**src/rtl/branch_predictor.sv**
```systemverilog
// Direct-mapped branch target buffer with 2-bit direction counters,
// decode-stage misprediction detection and branch/mispredict statistics.
module branch_predictor #(
   parameter int IDX_BITS = 4,
   parameter int CNT_BITS = 16
) (
   input  logic                clk,
   input  logic                rst_n,
   input  logic [31:0]         PCF,
   input  logic                StallF,
   input  logic                FlushD,
   input  logic                BranchD,
   input  logic                BranchTakenD,
   input  logic [31:0]         PCBranchD,
   input  logic [31:0]         PCPlus4D,
   output logic                PredTakenF,
   output logic [31:0]         PredTargetF,
   output logic                MispredictD,
   output logic [31:0]         RecoverPCD,
   output logic [CNT_BITS-1:0] BranchCount,
   output logic [CNT_BITS-1:0] MispredCount
);

   localparam int N     = 1 << IDX_BITS;
   localparam int TAG_W = 30 - IDX_BITS;

   logic             valid_q [N];
   logic [1:0]       cnt_q   [N];
   logic [31:0]      tgt_q   [N];
   logic [TAG_W-1:0] tag_q   [N];

   logic             ptd_q, ptd_d;
   logic [31:0]      ptgt_q, ptgt_d;
   logic [31:2]      pcd_q, pcd_d;
   logic [CNT_BITS-1:0] bcnt_q, bcnt_d;
   logic [CNT_BITS-1:0] mcnt_q, mcnt_d;

   logic [IDX_BITS-1:0] f_idx, d_idx;
   logic [TAG_W-1:0]    f_tag, d_tag;
   logic                d_hit, upd;
   logic                unused_pc;

   logic             ent_we;
   logic             ent_valid_d;
   logic [1:0]       ent_cnt_d;
   logic [31:0]      ent_tgt_d;
   logic [TAG_W-1:0] ent_tag_d;

   assign unused_pc = ^PCF[1:0];

   assign f_idx = PCF[IDX_BITS+1:2];
   assign f_tag = PCF[31:IDX_BITS+2];
   assign d_idx = pcd_q[IDX_BITS+1:2];
   assign d_tag = pcd_q[31:IDX_BITS+2];

   // Lookup reads the registered table, so a same-cycle update is not seen.
   assign PredTakenF  = valid_q[f_idx] && (tag_q[f_idx] == f_tag)
                        && cnt_q[f_idx][1];
   assign PredTargetF = PredTakenF ? tgt_q[f_idx] : 32'h0;

   assign MispredictD = BranchD && !FlushD &&
                        ((ptd_q != BranchTakenD) ||
                         (ptd_q && BranchTakenD && (ptgt_q != PCBranchD)));
   assign RecoverPCD  = BranchTakenD ? PCBranchD : PCPlus4D;

   assign d_hit = valid_q[d_idx] && (tag_q[d_idx] == d_tag);
   assign upd   = BranchD && !FlushD && !StallF;

   assign BranchCount  = bcnt_q;
   assign MispredCount = mcnt_q;

   always_comb begin
      ptd_d  = ptd_q;
      ptgt_d = ptgt_q;
      pcd_d  = pcd_q;
      if (!StallF) begin
         ptd_d  = PredTakenF;
         ptgt_d = PredTargetF;
         pcd_d  = PCF[31:2];
      end
      if (FlushD) ptd_d = 1'b0;
   end

   always_comb begin
      ent_we      = 1'b0;
      ent_valid_d = valid_q[d_idx];
      ent_cnt_d   = cnt_q[d_idx];
      ent_tgt_d   = tgt_q[d_idx];
      ent_tag_d   = tag_q[d_idx];
      if (upd) begin
         if (d_hit) begin
            ent_we = 1'b1;
            if (BranchTakenD) begin
               ent_tgt_d = PCBranchD;
               if (cnt_q[d_idx] != 2'b11) ent_cnt_d = cnt_q[d_idx] + 2'b01;
            end else if (cnt_q[d_idx] != 2'b00) begin
               ent_cnt_d = cnt_q[d_idx] - 2'b01;
            end
         end else if (BranchTakenD) begin
            // Allocate on a taken miss; not-taken misses leave the entry alone.
            ent_we      = 1'b1;
            ent_valid_d = 1'b1;
            ent_tag_d   = d_tag;
            ent_tgt_d   = PCBranchD;
            ent_cnt_d   = 2'b10;
         end
      end
   end

   always_comb begin
      bcnt_d = bcnt_q;
      mcnt_d = mcnt_q;
      if (upd && (bcnt_q != '1)) bcnt_d = bcnt_q + CNT_BITS'(1);
      if (upd && MispredictD && (mcnt_q != '1)) mcnt_d = mcnt_q + CNT_BITS'(1);
   end

   always_ff @(posedge clk) begin
      if (!rst_n) begin
         for (int i = 0; i < N; i++) begin
            valid_q[i] <= 1'b0;
            cnt_q[i]   <= 2'b01;
            tgt_q[i]   <= 32'h0;
            tag_q[i]   <= '0;
         end
         ptd_q  <= 1'b0;
         ptgt_q <= 32'h0;
         pcd_q  <= '0;
         bcnt_q <= '0;
         mcnt_q <= '0;
      end else begin
         if (ent_we) begin
            valid_q[d_idx] <= ent_valid_d;
            cnt_q[d_idx]   <= ent_cnt_d;
            tgt_q[d_idx]   <= ent_tgt_d;
            tag_q[d_idx]   <= ent_tag_d;
         end
         ptd_q  <= ptd_d;
         ptgt_q <= ptgt_d;
         pcd_q  <= pcd_d;
         bcnt_q <= bcnt_d;
         mcnt_q <= mcnt_d;
      end
   end

endmodule

```
**config.mk**
```make
export PLATFORM = sky130hd
export DESIGN_NAME = branch_predictor
export DESIGN_NICKNAME = d
export VERILOG_FILES = /design/src/rtl/branch_predictor.sv
export SDC_FILE = /design/constraint.sdc
export NUM_CORES = 2
export LEC_CHECK = 0
export CORE_MARGIN = 2
export CORE_UTILIZATION = 55
export CTS_CLUSTER_DIAMETER = 150
export DETAILED_ROUTE_END_ITERATION = 6
export PLACE_DENSITY = 0.85
export SLEW_MARGIN = 10
export SYNTH_ARGS = -nofsm -noshare
export SYNTH_HDL_FRONTEND = slang
export SYNTH_SLANG_ARGS = --single-unit
```
**constraint.sdc**
```tcl
create_clock -name clk -period 15 [get_ports clk]
set_clock_uncertainty 0.05 [all_clocks]
set_input_delay 4.5 -clock clk [delete_from_list [all_inputs] [get_ports clk]]
set_output_delay 4.5 -clock clk [all_outputs]
set_load 0.005 [all_outputs]
```
==> impl_metrics.tcl <==
set metrics [dict create \
    gr-total-overflow 0 \
    first_pass_iters 7 \
    yosysWarnings 0 \
    finalCritPeriodShare_pct 91.98 \
    max_cap_viol_count 0 \
    power.leakage_nw 20.65 \
    port_buffers 197 \
    synth_area_leader_cell "edfxtp_1" \
    finalMaxSlewViolations 0 \
    endpoint_kind "primary output" \
    fillerInstances 6534 \
    wl_per_cell_um 29.66 \
    cp.required_ns 10.45 \
    slew_headroom_pct 12.58 \
    crit_type "input port to primary output" \
    synth_fp_nets 3832 \
    antenna_found_initial 5 \
    setup-tns-final_ns 0 \
    ios 200 \
    final_common_cell "edfxtp_1" \
    htree_levels 3 \
    timing.fmax_mhz 72.48 \
    synth_ff_type "edfxtp_1" \
    antennaDiodeCount 0 \
    grt_use_total_pct 30.89 \
    ant_nets 0 \
    postLayoutCoreUtil_pct 62.49 \
    die_h_um 313.8 \
    fp-row-count 113 \
    cts_tree "built" \
    finalWirelength_mm 153.0 \
    async_flop_share_pct 0 \
    ir_drop_v 0.0001343 \
    grt_setup_unrepaired "false" \
    grt_max_degree 107 \
    most-common-layout-cells "edfxtp_1, nor2_1, and2_1" \
    place_congestion 0.8809 \
    finalSetupViolCount 0 \
    clk_pin_slew_ns 0.06 \
    cts_max_path_buffers 3 \
    synthTopCellsByArea "edfxtp_1, mux4_2, and2_1, nor2_1, dfxtp_1" \
    synth_enable_flop_cells 960 \
    p_per_area_nw_per_um2 115.6 \
    status "complete, but fails checks" \
    area_delta_synth_final_pct 12.44 \
    yosysTopAreaCellShare_pct 54.59 \
    vias_per_cell 6.723 \
    clock_latency_ns 0.71 \
    cp_max_fo 75 \
    synth_cell_type_count 68 \
    cts_made_buffers 107 \
    postCtsSetupBuffers 0 \
    grt_pass1_wl_mm 223.0 \
    nets 3906 \
    yosysSeqAreaShare_pct 58.95 \
    die_area_um2 98500 \
    drive_gt1_share_pct 21.04 \
    start_util_pct 55.58 \
    cp.arrival_ns 9.25 \
    core_area_um2 95010 \
    synth-seq-cells 1075 \
    cts_resized 0 \
    vias 34680 \
    hp-class "flip-flop to flip-flop" \
    period_needed_ns 13.80 \
    violations "DRC" \
    drc_errors 1 \
    cp-start-kind "input port" \
    synth_area_per_cell_um2 14.17 \
    clkSinkCount 1075 \
    dp_hpwl_mm 84.79 \
    hold_viol 0 \
    postSynthCellCount 3727 \
    syn_area_um2 52800 \
    cts_hold_buf 0 \
    grt_pass1_vias 35450 \
    worstMarginPinSlew_ns 1.307 \
    cts_root_buffer "clkbuf_16" \
    drt_iter0_markers 5426 \
    chipWidth_um 313.8 \
]
## power by group
part           total (mW)  switching, mW  internal (mW)
sequential           3.40         0.0545           3.35
combinational       0.697          0.423          0.274
clock                2.77           1.16           1.61
total                6.87           1.64           5.23
## cells by family after synthesis
logic type	Yosys count	synth area share (%)
buf+inv	343	3.237
compound gates	181	2.083
simple gates	1410	13.46
fa+ha+maj	4	0.09005
mux	606	20.38
flops	1075	58.95
xor+xnor	108	1.791
## per-layer routing
metal	track usage [%]	vias to the layer above	wire (µm)
met2	48.64	3002	71070
li1	-	13910	-
met5	0	-	42
met1	38.99	17080	50660
met3	8.623	674	21560
met4	16.99	8	9677
## state kept, by name, summed over array words and instances, names as in the netlist, 16 cells and up, named ones only
register      cells
BranchCount      16
MispredCount     16
cnt_q            32
pcd_q            30
ptgt_q           32
tag_q           416
tgt_q           512
valid_q          16
## critical path, stage by stage
cell,delay (ns)
buf_8,0.65
buf_4,0.38
mux4_2,0.52
mux4_2,0.49
xnor2_1,0.42
nand4_1,0.20
nor2_1,0.31
nand3_2,0.61
buf_4,0.43
nor2_1,0.13
clkdlybuf4s50_1,0.53
## per-stage QoR
| stage | cell area [µm²] | power (mW) | worst slack (ns) | hold slack, ns | std cells |
|---|---|---|---|---|---|
| finish | 59370 | 6.866 | 1.203 | 0.4141 | 5158 |
| global route | 59370 | 7.008 | 1.018 | 0.4266 | 5158 |
| CTS | 59370 | 6.852 | 1.234 | 0.4122 | 5158 |
| detailed placement | 55750 | 4.137 | 1.315 | 0.4001 | 4957 |
| global placement | 55750 | 4.115 | 1.304 | 0.3952 | 4957 |
| floorplan | 52800 | 3.889 | 2.948 | 0.3787 | 3727 |
## worst paths after layout
kind / startpoint / endpoint / slack, ns / cells after the start
max: PCF[2] / PredTargetF[11] / 1.20 / 11
min: valid_q[4]$_DFF_P_ / valid_q[4]$_DFF_P_ / 0.41 / 2
max reg2reg: flip-flop / tag_q[8][16]$_SDFFCE_PN0P_ / 7.74 / 10
min reg2reg: valid_q[4]$_DFF_P_ / valid_q[4]$_DFF_P_ / 0.41 / 2
## cell usage after synthesis, drive strengths merged, types with 4 or more instances
master	number
edfxtp	960
nor2	632
and2	516
mux4	348
clkbuf	198
mux2i	157
buf	132
dfxtp	115
mux2	101
nand2	83
a21oi	79
xnor2	78
nor3	38
o21ai	38
nand4	32
xor2	30
nand2b	25
nand3	19
a22oi	18
or4	16
inv	13
and3	10
o22ai	9
or2	7
or3	7
nor4b	6
a31oi	5
nor4	5
nor2b	4
o221ai	4
## final cells by class
type | instances | area [µm²] | area share [%]
clock inverters | 51 | 614.3 | 1.035
clock buffers | 150 | 3005 | 5.062
well taps | 1265 | 1583 | 2.666
multi-input cells | 2309 | 20240 | 34.09
flip-flops and latches | 1075 | 31140 | 52.45
repair buffers | 295 | 2733 | 4.603
inverters | 13 | 51.30 | 0.08640
(Power assumes the default switching activity.)
